### src/rtl/pc_redirect_unit.sv
// Fetch PC owner: picks the next fetch PC from execute-stage redirects, parks a
// redirect that lands during a fetch stall, and drives the flush/kill pulses.
module pc_redirect_unit #(
  parameter logic [31:0] RESET_PC = 32'h0000_0000,
  parameter int          CNT_W    = 16
) (
  input  logic             clk,
  input  logic             rst,
  input  logic             StallF,
  input  logic             IssueTwoF,
  input  logic [1:0]       PCSrcE1,
  input  logic [1:0]       PCSrcE2,
  input  logic [31:0]      PCTargetE1,
  input  logic [31:0]      PCTargetE2,
  input  logic [31:0]      ALUResultE1,
  input  logic [31:0]      ALUResultE2,
  input  logic             ValidE2,
  output logic [31:0]      PCF,
  output logic [31:0]      PCPlus4F,
  output logic             FlushD,
  output logic             FlushE,
  output logic             KillE2,
  output logic             RedirectPending,
  output logic [CNT_W-1:0] RedirectCount
);

  typedef enum logic {RUN, HOLD} state_e;

  state_e             state_q, state_d;
  logic [31:0]        pc_q, pc_d;
  logic [31:0]        pend_q, pend_d;
  logic [CNT_W-1:0]   cnt_q, cnt_d;

  logic        redir1, redir2, redir;
  logic [31:0] target;

  // Code 11 is treated as sequential, so only 01/10 count as a redirect.
  assign redir1 = (PCSrcE1 == 2'b01) || (PCSrcE1 == 2'b10);
  assign redir2 = ValidE2 && ((PCSrcE2 == 2'b01) || (PCSrcE2 == 2'b10)) && !redir1;
  assign redir  = redir1 || redir2;

  always_comb begin
    target = 32'h0;
    if (redir1) begin
      target = (PCSrcE1 == 2'b01) ? PCTargetE1 : {ALUResultE1[31:1], 1'b0};
    end else if (redir2) begin
      target = (PCSrcE2 == 2'b01) ? PCTargetE2 : {ALUResultE2[31:1], 1'b0};
    end
  end

  always_comb begin
    state_d = state_q;
    pc_d    = pc_q;
    pend_d  = pend_q;
    case (state_q)
      RUN: begin
        if (redir) begin
          if (!StallF) begin
            pc_d = target;
          end else begin
            pend_d  = target;
            state_d = HOLD;
          end
        end else if (!StallF) begin
          pc_d = pc_q + (IssueTwoF ? 32'd8 : 32'd4);
        end
      end
      HOLD: begin
        // A younger redirect supersedes the parked one; no fall-through step.
        if (redir) begin
          pend_d = target;
          if (!StallF) begin
            pc_d    = target;
            state_d = RUN;
          end
        end else if (!StallF) begin
          pc_d    = pend_q;
          state_d = RUN;
        end
      end
      default: state_d = RUN;
    endcase
  end

  always_comb begin
    cnt_d = cnt_q;
    if (redir && (cnt_q != {CNT_W{1'b1}})) cnt_d = cnt_q + {{(CNT_W-1){1'b0}}, 1'b1};
  end

  always_ff @(posedge clk) begin
    if (rst) begin
      state_q <= RUN;
      pc_q    <= RESET_PC;
      pend_q  <= 32'h0;
      cnt_q   <= '0;
    end else begin
      state_q <= state_d;
      pc_q    <= pc_d;
      pend_q  <= pend_d;
      cnt_q   <= cnt_d;
    end
  end

  assign PCF             = pc_q;
  assign PCPlus4F        = pc_q + 32'd4;
  assign FlushD          = rst || redir;
  assign FlushE          = rst || redir;
  assign KillE2          = !rst && redir1 && ValidE2;
  assign RedirectPending = !rst && (state_q == HOLD);
  assign RedirectCount   = cnt_q;

endmodule

### config.mk
export PLATFORM = sky130hd
export DESIGN_NAME = pc_redirect_unit
export DESIGN_NICKNAME = d
export VERILOG_FILES = /design/src/rtl/pc_redirect_unit.sv
export SDC_FILE = /design/constraint.sdc
export NUM_CORES = 1
export LEC_CHECK = 0
export BUFFER_PORTS_ARGS = -buffer_cell sky130_fd_sc_hd__buf_2
export CAP_MARGIN = 20
export CORE_MARGIN = 2
export CORE_UTILIZATION = 50
export DETAILED_ROUTE_END_ITERATION = 6
export PLACE_DENSITY = 0.79
export SYNTH_ARGS = -nofsm -noshare
export SYNTH_HDL_FRONTEND = slang
export SYNTH_SLANG_ARGS = --single-unit
export TNS_END_PERCENT = 20
### constraint.sdc
create_clock -name clk -period 2.77 [get_ports clk]
set_input_delay 0.277 -clock clk [delete_from_list [all_inputs] [get_ports clk]]
set_output_delay 0.277 -clock clk [all_outputs]
set_load 0.01 [all_outputs]
==> out/metrics.cfg, run 1 <==
[outcome]
outcome=complete, no violations

[setup_path]
max_stage_delay_ns=0.51
required_ns=2.49
worstPathCellList=and4_1, and3_1, nand2_1, nor3_1, xor2_1, buf_2
worstPathBufferInverterCount=1
path_delay_family=simple AND/OR/NAND/NOR gates
arrival_ns=2.29
start_kind=register
cp_max_fo=10
crit_type=reg -> out
slowest_stage=dfxtp_1
crit_path_end_kind=primary output
r2r_slack_ns=0.34

[global_routing]
grt_max_degree=42
gr-usage-all-layers_pct=28.36
gr-total-overflow=0
grt_pass1_wl_mm=29.28
grt_pass1_vias=5946
antenna_found_initial=0

[floorplan]
ios=221
die_y_um=111.5
core_sq_mm=0.01132
fp.dieArea_sq_mm=0.01243
num_rows=39
fp.dieW_um=111.5
initial_utilization_pct=51.02

[place]
port_buffers=218
dpl_cell_area_sq_mm=0.006972
gp_congestion=0.8461
place_inst=1063
hpwl_mm=13.40

[final_layout]
layout-area-overhead-vs-synth_pct=26.62
fillCellCount=1010
drive_gt1_share_pct=29.38
instances_no_fill=1079
diodes=0
design_area_sq_mm=0.007313
layout.nets=1076

[flow_run]
max-cap-violations=0

[clock_network]
ctsHoldBuffers=0
numCtsBuffers=9
clkSinkCount=81
cts-resized-gates=0
clk_pin_slew_worst_paths_ns=0.06
cts-root-buf=clkbuf_16
clock_latency_ns=0.33
cts_setup_buffers=0
cts_buffer_depth=2
cts_tree=yes
htree_num_levels=3

[synth]
ys_ff_latch=81
yosysTopAreaCellShare_pct=28.08
synth.area.top_cells=dfxtp_1 (28%), mux2i_1 (13%), nor2_1 (6.1%)
synth_top_area_cell=dfxtp_1
syn-num-nets=885
syn_area_per_cell_sq_um=7.794
synth_area_sq_mm=0.005776
yosysWarnings=0
synth-edff-count=0
async_flop_share_pct=0
ys_seq_area_share_pct=28.08
ys_types=64
synth-main-ff-cell=dfxtp_1
netlist_instances=741

[timing]
setup_tns_ns=0
hold_viol_final=0
max_freq_ghz=0.3892
setup_viol=0
slew_violations=0
skew_ns=0.009544
fin_crit_ns=2.569
rsz0062_at_grt=no
worstMarginPinSlew_ns=0.6196
timing.slew.headroom_pct=58.64
finalCritPeriodShare_pct=92.75

[routing]
drc_errors=0
drt_first_pass_iters=5
drtAntennaViolNets=0
wire_per_inst_um=16.56
num_vias=6316
drtIter0Drc=404
wl_mm=17.87
via_per_inst=5.854

[pwr]
p_leak_nw=3.151
power_density_mw_per_mm2=500.7
ir_worst_vdd_mv=0.2846
design_power_total_mw=3.662

[min_path]
hold_path_class=in -> reg

cells in the final DEF, fill, tap and decap left out, types with 3 or more instances in the layout:
| cell type | synthesis | layout |
|---|---|---|
| nand3_1 | 43 | 43 |
| nor2_1 | 94 | 94 |
| and3_1 | 10 | 10 |
| o21ai_0 | 10 | 10 |
| xor2_1 | 19 | 19 |
| o22ai_1 | 25 | 25 |
| and4_1 | 7 | 7 |
| and2_1 | 4 | 4 |
| nand4_1 | 8 | 8 |
| a211oi_1 | 29 | 29 |
| a31oi_1 | 9 | 9 |
| nor3_2 | 3 | 5 |
| o2111ai_1 | 4 | 4 |
| inv_1 | 18 | 18 |
| o211ai_1 | 13 | 13 |
| a21o_1 | 4 | 4 |
| or4_1 | 5 | 5 |
| nand2_1 | 40 | 40 |
| bufinv_16 | 0 | 3 |
| ha_1 | 6 | 4 |
| xnor2_1 | 25 | 25 |
| a221oi_1 | 4 | 4 |
| nand2b_1 | 6 | 6 |
| clkbuf_16 | 0 | 9 |
| buf_4 | 8 | 27 |
| a21oi_1 | 43 | 43 |
| nor3_1 | 27 | 25 |
| buf_2 | 22 | 218 |
| dfxtp_1 | 81 | 81 |
| mux2i_1 | 73 | 73 |
| clkbuf_1 | 30 | 3 |
| nor4_1 | 3 | 3 |
| or3_1 | 5 | 5 |
| nand3b_1 | 4 | 4 |
| o22a_1 | 16 | 16 |
| a2111oi_0 | 3 | 3 |
layer usage:
layer  routed length (um)  global-route usage (%)
met2                 8791                   49.84
met1                 7412                   34.93
met4                  483                   11.11
met5                    0                       0
met3                 1186                   4.355
tightest hold or removal path: cells and delay by family:
kind | cells | cell delay (ns)
AND/OR/NAND/NOR | 1 | 0.05
AO/OA/AOI/OAI | 2 | 0.26
buffers and inverters | 1 | 0.09
sequential cells by signal, summed over array words and instances (netlist names):
name           flops
state_q            1
RedirectCount     16
pend_q            32
PCF               32
cell type report:
type | count | area [sq um] | area share, %
Inverter | 21 | 78.83 | 1.078
Timing Repair Buffer | 247 | 1319 | 18.03
Tap cell | 143 | 178.9 | 2.447
Sequential cell | 81 | 1622 | 22.17
Clock buffer | 12 | 236.5 | 3.234
Multi-Input combinational cell | 572 | 3789 | 51.80
Clock inverter | 3 | 90.09 | 1.232
worst paths after layout:
path                                    start           end  cells after the start
worst min register to register      pend_q[7]     pend_q[7]                      2
worst max register to register         PCF[2]       PCF[16]                      8
worst max-delay path                  PCF[11]  PCPlus4F[25]                      6
worst min-delay path            PCTargetE2[0]     pend_q[0]                      4
per-stage QoR:
step	setup slack, ns	util (%)	hold WS (ns)
after floorplan	0.5395	-	0.4358
after global placement	0.4331	61.58	0.4489
after detailed placement	0.3538	61.58	0.4570
after CTS	0.1382	64.47	0.3949
after global routing	0.0009197	64.60	0.4037
final	0.2009	64.60	0.4004
Yosys cell counts, types with 10 or more instances:
library cell	n
buf_2	22
xnor2_1	25
clkbuf_1	30
o22a_1	16
nor3_1	27
mux2i_1	73
and3_1	10
a211oi_1	29
nand2_1	40
o22ai_1	25
inv_1	18
a21oi_1	43
o211ai_1	13
xor2_1	19
dfxtp_1	81
nand3_1	43
nor2_1	94
o21ai_0	10
where the power goes:
| part | internal [mW] | switching, mW | total [mW] |
|---|---|---|---|
| Combinational | 0.418 | 0.530 | 0.948 |
| Sequential | 1.27 | 0.116 | 1.39 |
| Clock | 0.877 | 0.451 | 1.33 |
logic make-up after synthesis:
kind of cell / count (synthesis) / share of synthesized area, %
and+or+nand+nor: 269 / 23.05
AOI/OAI and AO/OA: 179 / 21.19
buffers and inverters: 88 / 6.716
DFF: 81 / 28.08
muxes: 73 / 12.65
xor gates and xnor gates: 44 / 6.672
adders and majority gates: 7 / 1.646
(Power assumes the default switching activity.)
==> run 2: changes to the inputs <==
--- a/config.mk
+++ b/config.mk
@@ -5,11 +5,12 @@
 export SDC_FILE = /design/constraint.sdc
 export NUM_CORES = 1
 export LEC_CHECK = 0
-export BUFFER_PORTS_ARGS = -buffer_cell sky130_fd_sc_hd__buf_2
+export BUFFER_PORTS_ARGS = -buffer_cell sky130_fd_sc_hd__buf_4
 export CAP_MARGIN = 20
 export CORE_MARGIN = 2
 export CORE_UTILIZATION = 50
 export DETAILED_ROUTE_END_ITERATION = 6
+export GPL_TIMING_DRIVEN = 0
 export PLACE_DENSITY = 0.79
 export SYNTH_ARGS = -nofsm -noshare
 export SYNTH_HDL_FRONTEND = slang
==> out/metrics.cfg, run 2 (synthesized netlist as in run 1, its figures left out) <==
[pwr]
design_power_total_mw=4.067  ; was 3.662 mW
p_leak_nw=3.370  ; was 3.151 nW
power_density_mw_per_mm2=508.1  ; was 500.7 mW/mm^2
ir_worst_vdd_mv=0.3687  ; was 0.2846 mV

[final_layout]
layout-area-overhead-vs-synth_pct=38.60  ; was 26.62%
layout_common_cells=buf_4 (226), nor2_1 (93), dfxtp_1 (81)  ; was buf_2 (218), nor2_1 (94), dfxtp_1 (81)
instances_no_fill=1118  ; was 1079
diodes=0  ; unchanged
drive_gt1_share_pct=28.51  ; was 29.38%
layout.nets=1114  ; was 1076
final_common_cell=buf_4  ; was buf_2
final_core_util_pct=70.71  ; was 64.60%
fillCellCount=1023  ; was 1010

[clock_network]
cts-root-buf=clkbuf_16  ; unchanged
clk_pin_slew_worst_paths_ns=0.07  ; was 0.06 ns
cts_buffer_depth=2  ; unchanged
numCtsBuffers=9  ; unchanged
cts_tree=yes  ; unchanged
ctsHoldBuffers=0  ; unchanged
htree_num_levels=3  ; unchanged
clkSinkCount=81  ; unchanged
clock_latency_ns=0.34  ; was 0.33 ns

[timing]
fin_crit_ns=2.623  ; was 2.569 ns
rsz0062_at_grt=yes  ; was no
setup_viol=0  ; unchanged
hold_viol_final=0  ; unchanged
max_freq_ghz=0.3813  ; was 0.3892 GHz
slew_violations=0  ; unchanged
timing.slew.headroom_pct=25.04  ; was 58.64%
setup_tns_ns=0  ; unchanged
worstMarginPinSlew_ns=1.116  ; was 0.6196 ns
finalCritPeriodShare_pct=94.68  ; was 92.75%
skew_ns=0.008983  ; was 0.009544 ns
final.setup.worst_slack_ns=0.1473  ; was 0.2009 ns

[routing]
drc_errors=0  ; unchanged
via_per_inst=6.006  ; was 5.854
num_vias=6715  ; was 6316
drt_first_pass_iters=5  ; unchanged
wire_per_inst_um=18.36  ; was 16.56 um
top_layer=met4  ; unchanged
drtIter0Drc=475  ; was 404
drtAntennaViolNets=0  ; unchanged
wl_mm=20.53  ; was 17.87 mm
met2_length_mm=9.883  ; was 8.791 mm
wl_met3_mm=1.626  ; was 1.186 mm
drt-met1-wl_mm=8.285  ; was 7.412 mm

[setup_path]
start_kind=register  ; unchanged
r2r_slack_ns=0.28  ; was 0.34 ns
arrival_ns=2.35  ; was 2.29 ns
worstSetupStartpoint=PCF[5]  ; was PCF[11]
r2r-start=PCF[2]  ; unchanged
crit_path_end_kind=primary output  ; unchanged
reg2reg_depth=9  ; was 8
crit_type=reg -> out  ; unchanged
cp_max_fo=9  ; was 10
worstReg2RegEnd=PCF[24]  ; was PCF[16]
required_ns=2.49  ; about the same

[floorplan]
initial_utilization_pct=51.02  ; unchanged
fp.dieW_um=111.5  ; unchanged
ios=221  ; unchanged
fp.dieArea_sq_mm=0.01243  ; unchanged
core_sq_mm=0.01132  ; unchanged
num_rows=39  ; unchanged
die_y_um=111.5  ; unchanged

[min_path]
whs_endpoint=PCF[15]  ; was pend_q[0]
hold_depth=3  ; was 4
hp-start=rst  ; was PCTargetE2[0]
hold_path_class=in -> reg  ; unchanged

[place]
post-place-ws_ns=0.1844  ; was 0.3538 ns
place_inst=1101  ; was 1063
hpwl_mm=15.61  ; was 13.40 mm
port_buffers=217  ; was 218
gp_congestion=0.9467  ; was 0.8461

[global_routing]
gr-usage-all-layers_pct=31.77  ; was 28.36%
grt_max_degree=14  ; was 42
grt_pass1_vias=6366  ; was 5946
gr-total-overflow=0  ; unchanged
grt_pass1_wl_mm=32.22  ; was 29.28 mm
antenna_found_initial=0  ; unchanged

[flow_run]
max-cap-violations=0  ; unchanged

[outcome]
outcome=complete, no violations  ; unchanged

==> run 2: cell count changes in the layout (fill, tap and decap cells not counted), moves of 7 or more <==
cell and delta:
buf_2 -197, buf_4 +199, clkbuf_1 +28, buf_1 +7
==> run 2: worst max-delay path, cell delays in order (launching register included) <==
cell	delay, ns
dfxtp_1	0.51
nand4_2	0.32
nor2_2	0.31
nand2_1	0.24
nor3_1	0.30
xor2_1	0.18
buf_4	0.14
==> run 2: worst max path at each step <==
| stage | to | slack (ns) | depth (start not counted) |
|---|---|---|---|
| 6_report | PCPlus4F[29] | 0.15 | 6 |
| 5_1_grt | PCPlus4F[24] | -0.03 | 8 |
| 2_1_floorplan | PCF[24] | 0.54 | 9 |
| 3_3_place_gp | PCPlus4F[24] | 0.20 | 8 |
| 4_1_cts | PCPlus4F[29] | 0.08 | 6 |
| 3_5_place_dp | PCPlus4F[24] | 0.18 | 8 |
==> run 2: cell type report <==
| type | instances | area [sq um] | share of cell area (%) |
|---|---|---|---|
| clock inverter | 5 | 150.1 | 1.876 |
| clock buffer | 11 | 242.7 | 3.032 |
| sequential | 81 | 1622 | 20.26 |
| tap | 143 | 178.9 | 2.235 |
| buffer | 67 | 311.5 | 3.892 |
| inverter | 21 | 78.83 | 0.9847 |
| timing repair buffer | 218 | 1637 | 20.44 |
| multi-input combinational | 572 | 3785 | 47.28 |
==> run 2: power by group <==
part | switching, mW | total [mW] | internal, mW
combinational | 0.599 | 1.12 | 0.517
sequential | 0.0942 | 1.36 | 1.27
clock | 0.499 | 1.59 | 1.09
total | 1.19 | 4.07 | 2.88
==> run 2: per-layer routing <==
layer,vias up,global-route usage (%)
li1,3190,-
met1,3143,38.94
met2,328,54.92
met3,54,5.607
met4,0,13.66
met5,-,0
==> run 2: through the flow <==
stage / area, sq um / hold WS [ns]
floorplan: 5776 / 0.4358
global placement: 7584 / 0.4564
detailed placement: 7584 / 0.4600
CTS: 7990 / 0.3037
global route: 8005 / 0.3270
finish: 8005 / 0.3056
==> run 2: timing repair <==
action                     4_1_cts  5_1_grt
buffers inserted                 1        0
gates resized for setup          1        4
pin swaps                        1        0
hold endpoints to repair         0        0
setup endpoints to repair        5        8
==> run 3: changes to the inputs <==
--- a/config.mk
+++ b/config.mk
@@ -7,11 +7,14 @@
 export LEC_CHECK = 0
 export BUFFER_PORTS_ARGS = -buffer_cell sky130_fd_sc_hd__buf_4
 export CAP_MARGIN = 20
+export CELL_PAD_IN_SITES_DETAIL_PLACEMENT = 1
+export CELL_PAD_IN_SITES_GLOBAL_PLACEMENT = 2
 export CORE_MARGIN = 2
-export CORE_UTILIZATION = 50
+export CORE_UTILIZATION = 27
+export CTS_CLUSTER_SIZE = 40
 export DETAILED_ROUTE_END_ITERATION = 6
 export GPL_TIMING_DRIVEN = 0
-export PLACE_DENSITY = 0.79
+export PLACE_DENSITY = 0.85
 export SYNTH_ARGS = -nofsm -noshare
 export SYNTH_HDL_FRONTEND = slang
 export SYNTH_SLANG_ARGS = --single-unit
==> out/metrics.cfg, run 3 (synthesized netlist as in run 1, its figures left out) <==
[global_routing]
grt_pass1_vias=6756  ; was 6366
gr-usage-all-layers_pct=21.93  ; was 31.77%
gr-total-overflow=0  ; unchanged
antenna_found_initial=0  ; unchanged
grt_pass1_wl_mm=37.92  ; was 32.22 mm
grt_max_degree=13  ; was 14

[pwr]
ir_worst_vdd_mv=0.3405  ; was 0.3687 mV
p_comb_share_pct=31.1  ; was 27.4%
swShare_pct=33.39  ; was 29.30%
p_int_mw=2.459  ; was 2.876 mW
power_density_mw_per_mm2=457.3  ; was 508.1 mW/mm^2
p_leak_nw=3.333  ; was 3.370 nW
seqPwrFrac_pct=37.0  ; was 33.5%
pwr-share-clk_pct=32.0  ; was 39.0%
p_switching_mw=1.233  ; was 1.192 mW

[routing]
num_vias=6545  ; was 6715
drc_errors=0  ; unchanged
wire_per_inst_um=19.94  ; was 18.36 um
drt_first_pass_iters=5  ; unchanged
drtAntennaViolNets=0  ; unchanged
drtIter0Drc=321  ; was 475
via_per_inst=5.236  ; was 6.006
wl_mm=24.92  ; was 20.53 mm

[final_layout]
diodes=0  ; unchanged
instances_no_fill=1250  ; was 1118
final_common_cell=buf_4  ; unchanged
drive_gt1_share_pct=28.82  ; was 28.51%
layout.nets=1115  ; was 1114
fillCellCount=2585  ; was 1023
final_core_util_pct=38.41  ; was 70.71%
seqCellArea_sq_mm=0.001623  ; was 0.001622 sq mm
multi_input_area_sq_mm=0.003796  ; was 0.003785 sq mm
layout-area-overhead-vs-synth_pct=39.80  ; was 38.60%
layout_common_cells=buf_4 (226), nor2_1 (93), dfxtp_1 (80)  ; was buf_4 (226), nor2_1 (93), dfxtp_1 (81)

[timing]
rsz0062_at_grt=yes  ; unchanged
timing.slew.headroom_pct=47.83  ; was 25.04%
finalCritPeriodShare_pct=96.93  ; was 94.68%
hold_viol_final=0  ; unchanged
slew_violations=0  ; unchanged
fin_crit_ns=2.685  ; was 2.623 ns
max_freq_ghz=0.3724  ; was 0.3813 GHz
skew_ns=0.005729  ; was 0.008983 ns
setup_tns_ns=0  ; unchanged
setup_viol=0  ; unchanged
worstMarginPinSlew_ns=0.7773  ; was 1.116 ns
final.setup.worst_slack_ns=0.08503  ; was 0.1473 ns

[place]
gp_congestion=0.8319  ; was 0.9467
place_inst=1234  ; was 1101
hpwl_mm=19.79  ; was 15.61 mm
port_buffers=217  ; unchanged
post-place-ws_ns=0.09211  ; was 0.1844 ns

[floorplan]
num_rows=53  ; was 39
core_sq_mm=0.02102  ; was 0.01132 sq mm
fp.dieW_um=150.3  ; was 111.5 um
initial_utilization_pct=27.47  ; was 51.02%
die_y_um=150.3  ; was 111.5 um
fp.dieArea_sq_mm=0.02258  ; was 0.01243 sq mm
ios=221  ; unchanged

[setup_path]
reg2reg_depth=9  ; unchanged
crit_type=reg -> out  ; unchanged
worstReg2RegEnd=PCF[30]  ; was PCF[24]
start_kind=register  ; unchanged
r2r-start=PCF[2]  ; unchanged
arrival_ns=2.41  ; was 2.35 ns
crit_path_end_kind=primary output  ; unchanged
cp_max_fo=9  ; unchanged
r2r_slack_ns=0.20  ; was 0.28 ns
required_ns=2.49  ; about the same

[clock_network]
numCtsBuffers=9  ; unchanged
cts-root-buf=clkbuf_16  ; unchanged
cts_tree=yes  ; unchanged
htree_num_levels=3  ; unchanged
clk_pin_slew_worst_paths_ns=0.07  ; about the same
clkSinkCount=81  ; unchanged
cts_buffer_depth=2  ; unchanged
clock_latency_ns=0.36  ; was 0.34 ns

[min_path]
whs_endpoint=PCF[15]  ; unchanged
hp-start=rst  ; unchanged
hold_path_class=in -> reg  ; unchanged
hold_depth=3  ; unchanged

[outcome]
outcome=complete, no violations  ; unchanged

[flow_run]
max-cap-violations=0  ; unchanged

run 3: cell types whose count changed in the layout (fill, tap and decap cells not counted), moves of 2 or more:
cell,delta
bufinv_16,-5
buf_2,+2
clkbuf_8,+2
clkinv_2,+3
run 3: stage by stage:
step	power, mW	hold slack, ns	instance area, sq um
floorplan	1.991	0.4358	5776
global placement	2.524	0.4589	7749
detailed placement	2.543	0.4652	7754
CTS	3.726	0.2995	8056
global route	3.885	0.3106	8074
finish	3.693	0.3002	8074
run 3: critical path, cell delays in order (launching register included):
cell and delay (ns):
dfxtp_1 0.33, clkbuf_1 0.33, nand4_1 0.25, nor3_4 0.25, and4_1 0.29, buf_2 0.19, nand3_1 0.10, xnor2_1 0.17
buf_4 0.14
run 3: how the worst max path moves through the flow:
stage / from / endpoint / slack (ns)
after floorplan: PCF[2] / PCF[24] / 0.54
after global routing: PCF[14] / PCPlus4F[24] / -0.05
after global placement: PCF[14] / PCPlus4F[24] / 0.09
after detailed placement: PCF[2] / PCF[30] / 0.09
final: PCF[14] / PCPlus4F[30] / 0.09
after CTS: PCF[5] / PCPlus4F[25] / 0.02
run 3: area by class of cell:
cell class | instances | area share, %
sequential | 81 | 20.10
tap | 275 | 4.262
clock inverter | 3 | 0.1860
multi-input combinational | 572 | 47.02
inverter | 21 | 0.9763
timing repair buffer | 219 | 20.33
buffer | 67 | 3.828
clock buffer | 12 | 3.301
run 3: power groups by stage:
stage / sequential (mW) / combinational (mW) / clock (mW)
after floorplan: 1.38 / 0.607 / 0
after global placement: 1.39 / 1.14 / 0
after detailed placement: 1.39 / 1.15 / 0
after CTS: 1.36 / 1.16 / 1.21
after global routing: 1.38 / 1.25 / 1.25
final: 1.36 / 1.15 / 1.18
run 3: timing repair:
item                                    CTS  global route
hold buffers                              0             0
setup buffers                             1             0
gates resized for setup                   3             4
endpoints found under the setup margin    6            11
pin swaps                                 1             0
run 3: layer usage:
metal	GRT usage (%)	wire length, um	vias to the layer above
li1	-	-	3180
met1	26.94	10630	3169
met2	39.06	12590	172
met3	4.455	1200	24
met4	5.566	499	0
met5	0	0	-
